## config.mk

```make
export PLATFORM = sky130hd
export DESIGN_NAME = fetch_unit
export DESIGN_NICKNAME = d
export VERILOG_FILES = /design/src/rtl/fetch_unit_pkg.sv /design/src/rtl/fetch_unit.sv
export SDC_FILE = /design/constraint.sdc
export NUM_CORES = 1
export LEC_CHECK = 0
export BUFFER_PORTS_ARGS = -buffer_cell sky130_fd_sc_hd__buf_2
export CAP_MARGIN = 20
export CORE_UTILIZATION = 28
export CTS_BUF_LIST = sky130_fd_sc_hd__clkbuf_8
export DETAILED_ROUTE_END_ITERATION = 8
export SYNTH_ARGS = -nofsm -noshare
export SYNTH_HDL_FRONTEND = slang
export SYNTH_SLANG_ARGS = --single-unit
```

## constraint.sdc

```tcl
create_clock -name clk -period 4.5 [get_ports clk]
set_clock_uncertainty 0.15 [all_clocks]
set_input_delay 0.45 -clock clk [delete_from_list [all_inputs] [get_ports clk]]
set_output_delay 0.45 -clock clk [all_outputs]
set_load 0.05 [all_outputs]
```

## src/rtl/fetch_unit_pkg.sv

```systemverilog
// rtl/fetch_unit_pkg.sv - shared state encoding and constants for the fetch stage
//
// Purpose: FSM state type, default NOP/reset-PC constants and the fetch
// alignment check used by fetch_unit.
package fetch_unit_pkg;

  typedef enum logic [1:0] {
    ST_FETCH = 2'd0,
    ST_WAIT  = 2'd1,
    ST_EXEC  = 2'd2,
    ST_HALT  = 2'd3
  } fetch_state_t;

  // addi x0,x0,0
  localparam logic [31:0] NOP_INSTR_DEFAULT = 32'h0000_0013;
  localparam logic [31:0] RESET_PC_DEFAULT  = 32'h0000_0000;

  // RV32I without compressed instructions: targets must be word aligned.
  function automatic logic is_aligned(input logic [31:0] addr);
    return addr[1:0] == 2'b00;
  endfunction

endpackage

```

## src/rtl/fetch_unit.sv

```systemverilog
// rtl/fetch_unit.sv - instruction fetch stage feeding a single-cycle RV32I core
//
// Purpose: owns the architectural PC, fetches one instruction at a time over
// a req/gnt + rvalid handshake, presents it to the core for exactly one cycle
// (NOP otherwise) and captures the core's next_pc, halting with a sticky trap
// on a misaligned target.
//
// Ports:
//   clk, rst          clock, synchronous active-high reset
//   imem_req/addr     fetch request (held until gnt) and address (= PC)
//   imem_gnt          request accepted this cycle
//   imem_rvalid/rdata fetched word, valid one or more cycles after gnt
//   instruction, pc   to core: IR during EXEC else NOP; current PC
//   next_pc           from core, sampled in EXEC only
//   trap              sticky misaligned-fetch flag
//   retired           instructions issued to the core (wraps)
module fetch_unit
  import fetch_unit_pkg::*;
#(
  parameter logic [31:0] RESET_PC  = RESET_PC_DEFAULT,
  parameter logic [31:0] NOP_INSTR = NOP_INSTR_DEFAULT
) (
  input  logic        clk,
  input  logic        rst,
  output logic        imem_req,
  output logic [31:0] imem_addr,
  input  logic        imem_gnt,
  input  logic        imem_rvalid,
  input  logic [31:0] imem_rdata,
  output logic [31:0] instruction,
  output logic [31:0] pc,
  input  logic [31:0] next_pc,
  output logic        trap,
  output logic [31:0] retired
);

  fetch_state_t state;
  logic [31:0]  pc_q;
  logic [31:0]  ir_q;
  logic         trap_q;
  logic [31:0]  retired_q;

  always_ff @(posedge clk) begin
    if (rst) begin
      state     <= ST_FETCH;
      pc_q      <= RESET_PC;
      ir_q      <= NOP_INSTR;
      trap_q    <= 1'b0;
      retired_q <= 32'd0;
    end else begin
      case (state)
        ST_FETCH: begin
          if (imem_gnt) state <= ST_WAIT;
        end
        ST_WAIT: begin
          if (imem_rvalid) begin
            ir_q  <= imem_rdata;
            state <= ST_EXEC;
          end
        end
        ST_EXEC: begin
          // The core executes IR this cycle even when its target traps.
          retired_q <= retired_q + 32'd1;
          if (is_aligned(next_pc)) begin
            pc_q  <= next_pc;
            state <= ST_FETCH;
          end else begin
            trap_q <= 1'b1;
            state  <= ST_HALT;
          end
        end
        ST_HALT: begin
          state <= ST_HALT;
        end
        default: begin
          state <= ST_FETCH;
        end
      endcase
    end
  end

  // Only the EXEC cycle carries a real instruction, so the core's
  // register-file write never repeats.
  assign imem_req    = (state == ST_FETCH);
  assign imem_addr   = pc_q;
  assign instruction = (state == ST_EXEC) ? ir_q : NOP_INSTR;
  assign pc          = pc_q;
  assign trap        = trap_q;
  assign retired     = retired_q;

endmodule

```

==> results by group, run 1 <==
Outcome
  – Status: finished clean

Power
  – Clock power share: between 30% and 40%
  – Sw Share: 26.09%
  – Int Power: about 1200 µW
  – Logic pwr share: 9.1%
  – Leakage: 0.002393 µW
  – Reg power frac: 55.3%
  – Peak supply drop: 0.0001247 V
  – Total net switching power: roughly 430 µW
  – Pwr/cell area: between 300 and 400 mW/mm²

Synth
  – Cell taking the most area after synthesis: dfxtp_1
  – Synth top area cells: dfxtp_1 (46%), nand2_1 (12%), a21oi_1 (9.2%), buf_4 (5.6%), and2_1 (4.3%)
  – Top cell type's share of synthesized area: approximately 46%
  – Yosys reg bits: 99
  – Yosys warnings: 0
  – Syn nets: 611
  – Mapped Cells: 542
  – Synthesized cell area: 0.004318 mm²
  – Synthesized area per cell: 7.967 µm²
  – Seq/Total Area, Yosys: 45.90%
  – Yosys cell types: 35

GRT
  – Vias in the first global route: 3451
  – Initial antenna violation count: 1
  – Tot GR Track Use: 13.98%
  – Largest net degree at the start of global routing: 104
  – Global-route wire length before repair: 17730 µm
  – Total gr overflow: 0

Timing
  – Crit path time final: approximately 2.4 ns
  – Slew @ Worst Pin: 1.088 ns
  – Fin Setup TNS: 0 ns
  – RSZ-0062 raised after global routing: no
  – Slew Viols, Final: 0
  – Fmax: 414.3 MHz
  – Fin crit share: 53.64%
  – Final hold vios: 0
  – Worst slew margin: 27.46%
  – Setup violators final: 0

Min path
  – Hold endpoint: ir_q[1]
  – Min-Delay Path Class: primary input to flop
  – Min-delay src: imem_rdata[1]
  – Worst hold path depth: 3

Drt
  – Post-route ant nets: 0
  – Drt wl/cell: 12.76 µm
  – Vias: 4059
  – DRC Markers: 0
  – WL final: ~11000 µm
  – Number of vias per cell: 4.602
  – DRT iter0 DRCs: 166
  – Drt pass-1 iters: 4

Worst setup path
  – Critical Path AT: 2.56 ns
  – CP top delay family: simple AND/OR/NAND/NOR gates
  – CP endpoint kind: flop
  – Buf/Inv on CP: 0
  – Crit-path cells: and3b_1 > nand4_1 > or4_1 > a21oi_1
  – Slowest stage cell, crit path: or4_1
  – Critical Path Start Type: flop
  – Max incr delay on CP: 0.65 ns
  – Critical path type: flop to flop
  – Maximum fanout along the worst path: 14
  – Critical Path RT: ~4.6 ns
  – FF-to-FF End: retired[20]
  – FF-to-FF setup slack: approximately 2.1 ns
  – Worst reg-to-reg path cell count: 4
  – FF-to-FF Start: state[1]

Cells and area
  – Most frequent cells in the layout: buf_2 (196), nand2_1 (140), dfxtp_1 (99)
  – Layout cells sized above 1: 33.00%
  – Final Instance Area: 0.005446 mm²
  – Commonest non-fill, non-tap cell in the layout: buf_2
  – Number of diodes: 0
  – Final #Nets: 758
  – Final std cells w/o fill: 882
  – Fillers: roughly 1.6k
  – Area growth syn-to-layout: 26.14%

Clock tree
  – TritonCTS clock tree: done
  – Resize count post-CTS: 0
  – Number of clock sinks: 99
  – # H-tree levels: 3
  – Num CTS Buffers: 9
  – Clock Latency Late Sink: 0.36 ns
  – Clock Tree Root: clkbuf_8
  – Cts-stage hold buffer count: 0
  – Setup repair bufs after CTS: 0
  – Worst-path clk slew: around 0.090 ns
  – CTS Buffer Depth: 2

Floorplanning
  – Die area: 0.01592 mm²
  – Chip width: 126.2 µm
  – Initial cell density of the core: about 29%
  – Core Region: ~0.015 mm²
  – Row count: 45
  – Ports: 198
  – Die height: about 130 µm

Place
  – Dpl hpwl: 7541 µm
  – DP Cell Count: roughly 860
  – Post-DP Area: 0.005209 mm²
  – Placer Congestion: 0.7195
  – Port Buffers: 197

Job
  – Max-cap violations: 0
sequential cells by signal (all words and copies together), names as in the netlist:
register / cells
imem_addr: 32
ir_q: 32
retired: 32
state: 2
trap: 1
worst register-to-register path: stages, from the launching register on:
cell and delay (ns):
dfxtp_1 0.51, and3b_1 0.40, nand4_1 0.49, or4_1 0.66, a21oi_1 0.14
power groups by stage:
stage / logic, µW / registers [µW] / clock network, µW
after floorplan: 85.3 / 937 / 0
after CTS: 148 / 908 / 620
after global placement: 147 / 929 / 0
after global routing: 163 / 911 / 651
after detailed placement: 148 / 928 / 0
final: 149 / 908 / 585
kinds of logic after synthesis:
kind of cell	Yosys count	share of synthesized area, %
adders and majority gates	1	0.2897
xor gates and xnor gates	11	2.231
buffers and inverters	73	9.388
and+or+nand+nor	256	28.80
muxes	4	1.043
AOI/OAI and AO/OA	98	12.34
DFF	99	45.90
worst max path at each step:
| stage | startpoint | endpoint | slack (ns) | cells past startpoint |
|---|---|---|---|---|
| global placement | state[1] | instruction[31] | 2.08 | 3 |
| global route | state[1] | retired[26] | 1.86 | 4 |
| floorplan | retired[5] | retired[23] | 2.02 | 6 |
| CTS | state[1] | instruction[13] | 1.53 | 3 |
| finish | state[1] | retired[20] | 2.09 | 4 |
| detailed placement | state[1] | instruction[31] | 1.96 | 3 |
per-layer routing:
metal | vias to the layer above | track usage (%) | wire length, µm
met1 | 1830 | 18.32 | 5354
met3 | 13 | 3.611 | 697
met5 | - | 0 | 13
met4 | 2 | 5.528 | 146
met2 | 140 | 21.90 | 5042
li1 | 2074 | - | -
area by class of cell:
type,count,area [µm²],share of cell area [%]
Timing Repair Buffer,204,1072,19.69
Inverter,5,18.77,0.3446
Clock inverter,6,57.56,1.057
Tap cell,188,235.2,4.319
Sequential cell,99,1982,36.39
Multi-Input combinational cell,370,1943,35.68
Clock buffer,10,137.6,2.527
stage by stage:
| step | total power, µW | util [%] | hold WS (ns) | worst slack [ns] |
|---|---|---|---|---|
| finish | 1642 | 35.96 | 0.1424 | 2.086 |
| global route | 1725 | 35.96 | 0.1324 | 1.863 |
| CTS | 1676 | 35.68 | 0.1047 | 1.528 |
| global placement | 1076 | 34.32 | 0.2860 | 2.084 |
| detailed placement | 1076 | 34.39 | 0.2879 | 1.965 |
| floorplan | 1022 | - | 0.2787 | 2.022 |
synth_stat cells:
cell type and number:
nor2b_1 5, o32a_1 1, and3_1 1, buf_4 32, and3_2 1, or2_2 1
nor4_1 5, nor3_1 3, o21ai_0 3, and2_1 30, nand2b_1 4, nand3b_1 5
and4_2 1, buf_1 1, nand4_1 8, a21oi_1 79, buf_2 3, inv_1 5
xnor2_1 5, mux2_2 4, nand4_2 1, and3b_1 1, nand3_1 9, nor2_1 17
and4_1 3, or4_1 15, or3_1 3, xor2_1 6, nor3b_1 3, ha_1 1
buf_6 1, dfxtp_1 99, o31ai_1 15, nand2_1 140, clkbuf_1 31
(Power assumes the default switching activity.)
==> run 2, diff against run 1 <==
==> constraint.sdc (replaced) <==
create_clock -name clk -period 2.15 [get_ports clk]
set_clock_uncertainty 0.15 [all_clocks]
set_input_delay 0.215 -clock clk [delete_from_list [all_inputs] [get_ports clk]]
set_output_delay 0.215 -clock clk [all_outputs]
set_load 0.05 [all_outputs]
==> run 2 against run 1 <==
  * Count of clock-buffer cells in the layout shrank 1
  * Power grew 100%
  * Combinational power grew to 2.8 times the previous value
  * Sequential share of layout area down 4.0 points
  * Sequential cell count unchanged
  * Core utilization grew 5.3 points
  * Non-clock buffer count is 83 higher
  * Cell area increased by 15%
==> results by group, run 2 (synthesis results as in run 1) <==
Worst setup path
  – Crit-path cells: nand4_1 > or4_4 > buf_6 > or4_1 > a21oi_1
  – Critical Path Start Type: flop
  – Critical Path RT: 2.30 ns
  – CP endpoint kind: flop
  – CP top delay family: simple AND/OR/NAND/NOR gates
  – Max incr delay on CP: 0.50 ns
  – Critical path type: flop to flop
  – Slowest stage cell, crit path: or4_4
  – Maximum fanout along the worst path: 16
  – Critical Path AT: 2.20 ns
  – Buf/Inv on CP: 1

Clock tree
  – # H-tree levels: 3
  – CTS Buffer Depth: 2
  – TritonCTS clock tree: done
  – Worst-path clk slew: ~0.10 ns
  – Clock Latency Late Sink: 0.37 ns
  – Clock Tree Root: clkbuf_8
  – Number of clock sinks: 99
  – Num CTS Buffers: 9

Timing
  – Worst slew margin: 70.17%
  – Slew @ Worst Pin: 0.4434 ns
  – Fin crit share: 95.04%
  – Crit path time final: 2.043 ns
  – WHS: roughly 0.043 ns
  – Setup violators final: 0
  – RSZ-0062 raised after global routing: no
  – Slew Viols, Final: 0
  – Fmax: 489.4 MHz
  – Final hold vios: 0

GRT
  – Vias in the first global route: between 3k and 4k
  – Initial antenna violation count: 1
  – Largest net degree at the start of global routing: 35
  – Total gr overflow: 0
  – Tot GR Track Use: between 10 and 15%
  – Global-route wire length before repair: 19030 µm

Place
  – Post-DP Area: 0.005423 mm²
  – Port Buffers: 197
  – Placer Congestion: about 0.76
  – DP Cell Count: 884
  – Dpl hpwl: between 7000 and 8000 µm

Cells and area
  – Commonest non-fill, non-tap cell in the layout: buf_2
  – Most frequent cells in the layout: buf_2 (196), nand2_1 (140), a21oi_1 (79), dfxtp_1 (79), dlygate4sd3_1 (64)
  – Final #Nets: about 840
  – Fin util: 41.25%
  – Final std cells w/o fill: 966
  – Final Instance Area: 0.006247 mm²
  – Layout cells sized above 1: 34.36%
  – Area growth syn-to-layout: 44.68%

Power
  – Total Power: 3354 µW
  – Logic pwr share: 12.6%
  – Clock power share: 31.3%
  – Leakage: roughly 0.0027 µW
  – Peak supply drop: 0.0002747 V
  – Sw Share: between 20% and 30%
  – Int Power: 2459 µW
  – Pwr/cell area: approximately 540 mW/mm²
  – Total net switching power: 895.3 µW
  – Reg power frac: between 50% and 60%

Drt
  – DRT iter0 DRCs: 164
  – WL final: 11970 µm
  – Number of vias per cell: about 4.5
  – Vias: 4354
  – Drt wl/cell: 12.40 µm
  – Drt pass-1 iters: 5
  – DRC Markers: 0
  – Post-route ant nets: 0

Floorplanning
  – Ports: between 150 and 200
  – Chip width: 126.2 µm
  – Die area: 0.01592 mm²
  – Initial cell density of the core: 28.51%
  – Core Region: 0.01515 mm²
  – Die height: roughly 130 µm
  – Row count: 45

Outcome
  – Status: finished clean

Job
  – Max-cap violations: 0

Min path
  – Min-Delay Path Class: primary input to flop
## run 2: cell count changes in the layout (fill, tap and decap cells not counted), moves of 2 or more
cell / delta
dlygate4sd3_1: +64
dfxtp_1: -20
buf_4: +19
dfxtp_2: +13
dfxtp_4: +7
buf_12: +2
clkinv_1: +2
## run 2: layout make-up
cell class                      instances  area (µm²)
Fill cell                            1498        8899
Sequential cell                        99        2024
Multi-Input combinational cell        370        1952
Timing Repair Buffer                  287        1853
Tap cell                              188       235.2
Clock buffer                            9       123.9
Clock inverter                          7       37.54
Inverter                                5       18.77
Antenna cell                            1       2.502
## run 2: final timing paths
check | startpoint | to | slack (ns) | cells after the start
max | retired[19] | retired[31] | 0.11 | 5
min | next_pc[1] | trap | 0.04 | 3
max reg2reg | retired[19] | retired[31] | 0.11 | 5
min reg2reg | trap | trap | 0.30 | 2
## run 2: metrics by stage
stage / setup TNS [ns] / worst slack [ns]
after global placement: 0 / 0.1031
after detailed placement: 0 / 0.08124
final: 0 / 0.1067
after floorplan: -0.005115 / -0.005115
after global routing: 0 / 0.02182
after CTS: 0 / 0.04796
## run 2: power groups by stage
stage	registers, µW	clock network, µW	logic, µW
3_3_place_gp	1920	0	332
2_1_floorplan	1950	0	179
5_1_grt	1890	1210	456
3_5_place_dp	1930	0	330
4_1_cts	1880	1130	423
6_report	1880	1050	421
## run 2: what timing repair did
action                     4_1_cts  5_1_grt
hold buffers                    64        0
setup buffers                    0        1
cloned                           0        0
setup endpoints to repair       13        4
hold endpoints to repair        64        0
gates resized for setup          1        2
pin swaps                        0        2
## run 2: worst register-to-register path: stages (launching register included)
cell and delay, ns:
dfxtp_2 0.38, nand4_1 0.13, or4_4 0.50, buf_6 0.17
or4_1 0.50, a21oi_1 0.14
## run 2: routing by layer
metal  up-vias  routed length (µm)  global-route usage (%)
met5         -                   0                       0
met4         0                 212                   5.741
met3        17                 644                   4.418
met2       130                5651                   25.61
met1      1965                5466                   17.57
li1       2242                   -                       -
